==> src/rtl/alu_ctrl_pkg.sv <==
// Shared definitions for the ALU control sequencer: state codes, opcodes, widths.
// Optional feature macro: ALU_CTRL_ILLEGAL_TRAP_EN (illegal-opcode trapping).
package alu_ctrl_pkg;

    localparam int unsigned DATA_W  = 8;
    localparam int unsigned OP_W    = 4;
    localparam int unsigned RES_W   = 16;
    localparam int unsigned STATE_W = 3;
    localparam int unsigned CNT_W   = 4;

    // Codes 1 and 7 are deliberately unused and recover to IDLE.
    typedef enum logic [STATE_W-1:0] {
        ST_IDLE    = 3'd0,
        ST_LOAD_B  = 3'd2,
        ST_LOAD_OP = 3'd3,
        ST_EXEC    = 3'd4,
        ST_WB      = 3'd5,
        ST_DONE    = 3'd6
    } state_e;

    localparam logic [OP_W-1:0] OP_ADD   = 4'h0;
    localparam logic [OP_W-1:0] OP_SUB   = 4'h1;
    localparam logic [OP_W-1:0] OP_AND   = 4'h2;
    localparam logic [OP_W-1:0] OP_MUL   = 4'h3;
    localparam logic [OP_W-1:0] OP_ANDID = 4'h4;

    // Opcodes 0xD..0xF are reserved and trapped when trapping is built in.
    localparam logic [OP_W-1:0] OP_ILLEGAL_LO = 4'hD;
    localparam logic [OP_W-1:0] OP_ILLEGAL_HI = 4'hF;

    function automatic logic is_illegal_op(input logic [OP_W-1:0] op);
        return (op >= OP_ILLEGAL_LO) && (op <= OP_ILLEGAL_HI);
    endfunction

endpackage

==> src/rtl/alu_control_fsm_enter_edge_detect.sv <==
// Rising-edge detector for the operator step input.
// The history flop resets to 1 so a level held through reset release is not an event.
module enter_edge_detect (
    input  logic clock,
    input  logic reset_n,
    input  logic enter,
    output logic step_c
);

    logic enter_q;

    // One-cycle history of enter.
    always_ff @(posedge clock or negedge reset_n) begin
        if (!reset_n) begin
            enter_q <= 1'b1;
        end else begin
            enter_q <= enter;
        end
    end

    assign step_c = enter & ~enter_q;

endmodule

==> src/rtl/alu_control_fsm.sv <==
// Operator-driven sequencer for an external ALU core: collects operand A,
// operand B and the opcode on successive enter steps, waits EXEC_CYCLES for
// the core to settle, then captures its result.
// Optional feature macro: ALU_CTRL_ILLEGAL_TRAP_EN (trap reserved opcodes
// straight to DONE with a zero result and illegal_op set).
module alu_control_fsm
    import alu_ctrl_pkg::*;
#(
    parameter int unsigned EXEC_CYCLES = 2
) (
    input  logic        clock,
    input  logic        reset_n,
    input  logic        enter,
    input  logic [7:0]  data_in,
    input  logic        abort,
    input  logic [15:0] core_out,
    output logic [3:0]  opcode,
    output logic [7:0]  opA,
    output logic [7:0]  opB,
    output logic [15:0] result,
    output logic        result_valid,
    output logic        busy,
    output logic [2:0]  state,
    output logic        illegal_op
);

    state_e             state_q, state_d;
    logic [DATA_W-1:0]  opa_q, opa_d;
    logic [DATA_W-1:0]  opb_q, opb_d;
    logic [OP_W-1:0]    opcode_q, opcode_d;
    logic [RES_W-1:0]   result_q, result_d;
    logic               valid_q, valid_d;
    logic               busy_q, busy_d;
    logic [CNT_W-1:0]   cnt_q, cnt_d;
    logic               step_c;
`ifdef ALU_CTRL_ILLEGAL_TRAP_EN
    logic               illegal_q, illegal_d;
`endif

    enter_edge_detect u_edge (
        .clock   (clock),
        .reset_n (reset_n),
        .enter   (enter),
        .step_c  (step_c)
    );

    // State and datapath registers.
    always_ff @(posedge clock or negedge reset_n) begin
        if (!reset_n) begin
            state_q  <= ST_IDLE;
            opa_q    <= '0;
            opb_q    <= '0;
            opcode_q <= '0;
            result_q <= '0;
            valid_q  <= 1'b0;
            busy_q   <= 1'b0;
            cnt_q    <= '0;
`ifdef ALU_CTRL_ILLEGAL_TRAP_EN
            illegal_q <= 1'b0;
`endif
        end else begin
            state_q  <= state_d;
            opa_q    <= opa_d;
            opb_q    <= opb_d;
            opcode_q <= opcode_d;
            result_q <= result_d;
            valid_q  <= valid_d;
            busy_q   <= busy_d;
            cnt_q    <= cnt_d;
`ifdef ALU_CTRL_ILLEGAL_TRAP_EN
            illegal_q <= illegal_d;
`endif
        end
    end

    // Next-state and next-register values; abort overrides any step.
    always_comb begin
        state_d  = state_q;
        opa_d    = opa_q;
        opb_d    = opb_q;
        opcode_d = opcode_q;
        result_d = result_q;
        valid_d  = valid_q;
        cnt_d    = cnt_q;
`ifdef ALU_CTRL_ILLEGAL_TRAP_EN
        illegal_d = illegal_q;
`endif

        if (abort) begin
            state_d  = ST_IDLE;
            opa_d    = '0;
            opb_d    = '0;
            opcode_d = '0;
            result_d = '0;
            valid_d  = 1'b0;
            cnt_d    = '0;
`ifdef ALU_CTRL_ILLEGAL_TRAP_EN
            illegal_d = 1'b0;
`endif
        end else begin
`ifdef ALU_CTRL_ILLEGAL_TRAP_EN
            if (step_c) begin
                illegal_d = 1'b0;
            end
`endif
            case (state_q)
                ST_IDLE: begin
                    if (step_c) begin
                        opa_d   = data_in;
                        state_d = ST_LOAD_B;
                    end
                end
                ST_LOAD_B: begin
                    if (step_c) begin
                        opb_d   = data_in;
                        state_d = ST_LOAD_OP;
                    end
                end
                ST_LOAD_OP: begin
                    if (step_c) begin
                        opcode_d = data_in[OP_W-1:0];
`ifdef ALU_CTRL_ILLEGAL_TRAP_EN
                        if (is_illegal_op(data_in[OP_W-1:0])) begin
                            result_d  = '0;
                            valid_d   = 1'b1;
                            illegal_d = 1'b1;
                            state_d   = ST_DONE;
                        end else begin
                            cnt_d   = CNT_W'(EXEC_CYCLES);
                            state_d = ST_EXEC;
                        end
`else
                        cnt_d   = CNT_W'(EXEC_CYCLES);
                        state_d = ST_EXEC;
`endif
                    end
                end
                ST_EXEC: begin
                    // Steps here are dropped; operands stay frozen for the core.
                    if (cnt_q != '0) begin
                        cnt_d = cnt_q - CNT_W'(1);
                    end
                    if (cnt_q <= CNT_W'(1)) begin
                        state_d = ST_WB;
                    end
                end
                ST_WB: begin
                    result_d = core_out;
                    valid_d  = 1'b1;
                    state_d  = ST_DONE;
                end
                ST_DONE: begin
                    // A step chains straight into the next operation's operand A.
                    if (step_c) begin
                        valid_d = 1'b0;
                        opa_d   = data_in;
                        state_d = ST_LOAD_B;
                    end
                end
                default: begin
                    state_d = ST_IDLE;
                end
            endcase
        end

        busy_d = (state_d == ST_EXEC) || (state_d == ST_WB);
    end

    assign opcode       = opcode_q;
    assign opA          = opa_q;
    assign opB          = opb_q;
    assign result       = result_q;
    assign result_valid = valid_q;
    assign busy         = busy_q;
    assign state        = STATE_W'(state_q);
`ifdef ALU_CTRL_ILLEGAL_TRAP_EN
    assign illegal_op   = illegal_q;
`else
    assign illegal_op   = 1'b0;
`endif

endmodule

==> config.mk <==
export PLATFORM = sky130hd
export DESIGN_NAME = alu_control_fsm
export DESIGN_NICKNAME = d
export VERILOG_FILES = /design/src/rtl/alu_ctrl_pkg.sv /design/src/rtl/alu_control_fsm_enter_edge_detect.sv /design/src/rtl/alu_control_fsm.sv
export SDC_FILE = /design/constraint.sdc
export NUM_CORES = 1
export LEC_CHECK = 0
export BUFFER_PORTS_ARGS = -buffer_cell sky130_fd_sc_hd__buf_4
export CORE_MARGIN = 5
export CORE_UTILIZATION = 30
export DETAILED_ROUTE_END_ITERATION = 8
export GPL_TIMING_DRIVEN = 1
export PLACE_DENSITY_LB_ADDON = 0.12
export SETUP_SLACK_MARGIN = 0.2
export SYNTH_ARGS = -nofsm -noshare
export SYNTH_HDL_FRONTEND = slang
export SYNTH_HIERARCHICAL = 1
export SYNTH_SLANG_ARGS = --single-unit
export TNS_END_PERCENT = 30
==> constraint.sdc <==
create_clock -name clock -period 4.4 [get_ports clock]
set_clock_uncertainty 0.1 [all_clocks]
set_input_delay 0.88 -clock clock [delete_from_list [all_inputs] [get_ports clock]]
set_output_delay 0.88 -clock clock [all_outputs]
set_load 0.02 [all_outputs]
==> metrics.md <==
| Metric | Value |
|---|---|
| Result of the run | complete, no violations |
| Row Count | 30 |
| Final wirelength | 4850 um |
| CTS buffer count | 5 |
| Largest net degree at the start of global routing | 47 |
| Synth top area cells | dfrtp_1, a22o_1, mux2i_1 |
| Endpoints failing setup | 0 |
| Hold crit path type | register to register |
| Netlist cell types | 42 |
| Met1 Wirelength | 2230 um |
| Routability congestion estimate | 0.704 |
| Max cap viols | 0 |
| RSZ-0062 raised after global routing | no |
| Grt ovf | 0 |
| ANT nets after route | 0 |
| Post-DP HPWL | 3290 um |
| GRT Total Usage | 11.9% |
| Reg2Reg Setup Slack | 2.22 ns |
| Worst setup startpoint | state[1]$_DFF_PN0_ |
| Yosys top cell area share | 55.7% |
| Max Slew Vio Count | 0 |
| Largest area contributor in the netlist | dfrtp_1 |
| Finished Cell Area | 2710 um^2 |
| CP arrival | 2.32 ns |
| CP endpoint | result[2]$_DFFE_PN0P_ |
| Vias in the first global route | 1609 |
| CP Launch Type | register |
| Uppermost layer routed | met4 |
| CP peak stage delay | 0.92 ns |
| DRC viols | 0 |
| YS warnings | 6 |
| Nets@finish | 262 |
| Placed cell areas | 2570 um^2 |
| CTS resizes | 0 |
| Width of the chip | 92.1 um |
| Fin crit share | 49.4% |
| Layout cells sized above 1 | 38.6% |
| Hold buffer count at cts | 0 |
| Worst setup EP type | register |
| Mean Syn Cell Area | 12.0 um^2 |
| Die area | 8480 um^2 |
| Worst-path cell chain | nand3b_1 -> nor2b_1 -> a22o_1 |
| Port Buffers | 68 |
| Routed WL per cell | 15.5 um |
| First-pass GRT wire length | 8070 um |
| Routed vias | 1493 |
| Async SR Flop Fraction | 100% |
| Core ar. | 6680 um^2 |
| Metal3 WL | 313 um |
| Root buffer cell | clkbuf_8 |
| WL met2 | 2250 um |
| Tightest Pin Transition | 1.14 ns |
| Die Span Y | 92.1 um |
| Clock transition at path regs | 0.09 ns |
| Net Count, Synth | 199 |
| Worst relative slew slack | 23.7% |
| Area Growth Syn to Fin | 34.2% |
| CP required | 4.55 ns |
| Setup Buffers After CTS | 0 |
| Worst R2R Path Depth | 3 |
| Crit path time final | 2.18 ns |
| First-pass DRT Iterations | 4 |
| Seq/Total Area, Yosys | 57.0% |
| Post-synthesis register bit count | 46 |
| CP max-delay cell | nor2b_1 |
| Fin Setup TNS | 0 ns |
| Starting DRT DRC Count | 65 |
| Starting density of the core | 30.2% |
| Maximum clock rate | 460 MHz |
| Io pins | 70 |
| Final Hold Vio Count | 0 |
| Lkg Pwr | 1.32 nW |
| WS Path Type | register to register |
| Initial antenna violation count | 0 |
| VDD IR max | 0.000186 V |
| P per Cell Area | 335 nW/um^2 |
| Crit path max fanout | 16 |
| Clock sinks | 46 |
| Dominant synthesized flop cell | dfrtp_1 |
| TritonCTS clock tree | done |
| H-tree depth | 2 |
| Mapped cell area | 2020 um^2 |
| Antenna Cells | 0 |
| Post-Synthesis Cells | 169 |
| Worst-skew pair later-pin latency | 0.30 ns |
| Bufs on Longest Clock Path | 2 |
| Number of flops mapped to enable cells by yosys | 0 |
| R2r startpoint | state[1]$_DFF_PN0_ |
| Crit Reg-Reg Endpoint | result[2]$_DFFE_PN0P_ |
| Via-per-instance ratio | 4.77 |
[cells by family after synthesis]
logic type | Yosys count | share of synthesized area [%]
muxes | 16 | 8.42
adders and majority gates | 2 | 1.24
DFF | 46 | 57.0
xor gates and xnor gates | 2 | 0.867
buffers and inverters | 17 | 4.27
other | 1 | 0.186
AOI/OAI and AO/OA | 37 | 13.8
and+or+nand+nor | 48 | 14.2
[synth_stat cells (all sizes together) (2+ instances only)]
cell type / instances
a211oi: 2
a21oi: 8
a22o: 16
a31oi: 2
buf: 6
clkbuf: 7
dfrtp: 45
ha: 2
inv: 4
mux2: 8
mux2i: 8
nand2: 10
nand3: 3
nand4b: 2
nor2: 12
nor2b: 10
o21ai: 3
or3b: 3
xor2: 2
[metrics by stage]
stage	cells	hold slack, ns	power, mW	worst slack [ns]	utilization, %
after floorplan	169	0.481	0.490	2.37	-
after global placement	305	0.382	0.540	1.93	38.5
after detailed placement	305	0.387	0.539	1.92	38.5
after CTS	313	0.408	0.923	2.23	40.6
after global routing	313	0.436	0.948	2.06	40.6
final	313	0.399	0.908	2.22	40.6
[critical path: cells and delay by family, from the launching register on]
kind	cells	cell delay, ns
compound gates	1	0.28
simple gates	2	1.15
flops	1	0.59
[layout by cell type, fill, tap and decap left out, drive strengths merged, types with 2 or more instances in the layout]
cell	Yosys	routed
xor2	2	2
nor2	12	12
nand4b	2	2
mux2i	8	8
a21oi	8	8
buf	6	69
a22o	16	16
clkbuf	7	5
nor2b	10	10
nand3	3	3
mux2	8	8
dfrtp	45	45
bufinv	0	2
a211oi	2	2
o21ai	3	3
a31oi	2	2
ha	2	2
nand2	10	10
or3b	3	3
inv	4	4
[flip-flops by register name, indices dropped and copies added, names as in the netlist, 3 cells and up]
signal / count
cnt_q: 4
opA: 8
opB: 8
opcode: 4
result: 16
state: 3
[cell type report]
type / instances / area, um^2
well taps: 80 / 100
multi-input cells: 106 / 788
flip-flops and latches: 46 / 1150
fillers: 668 / 3970
clock buffers: 5 / 68.8
clock inverters: 3 / 68.8
inverters: 4 / 15.0
repair buffers: 69 / 518
[report_power, final]
group	total, mW	switching (mW)	internal [mW]
sequential	0.441	0.00793	0.433
combinational	0.0884	0.0470	0.0414
clock	0.379	0.151	0.228
total	0.908	0.206	0.702
[metal layers]
metal,vias up,GRT usage [%]
li1,723,-
met1,722,15.6
met2,42,18.2
met3,6,4.92
met4,0,3.34
met5,-,0
[worst min path at each step]
stage	from	endpoint	slack, ns	cells after the start
2_1_floorplan	reset_n	busy$_DFF_PN0_	0.48	0
4_1_cts	opA[3]$_DFFE_PN0P_	opA[3]$_DFFE_PN0P_	0.41	1
5_1_grt	opA[5]$_DFFE_PN0P_	opA[5]$_DFFE_PN0P_	0.44	1
6_report	opA[5]$_DFFE_PN0P_	opA[5]$_DFFE_PN0P_	0.40	1
3_3_place_gp	opA[4]$_DFFE_PN0P_	opA[4]$_DFFE_PN0P_	0.38	1
3_5_place_dp	opA[3]$_DFFE_PN0P_	opA[3]$_DFFE_PN0P_	0.39	1
Note: power is estimated with default switching activity, not from simulation.
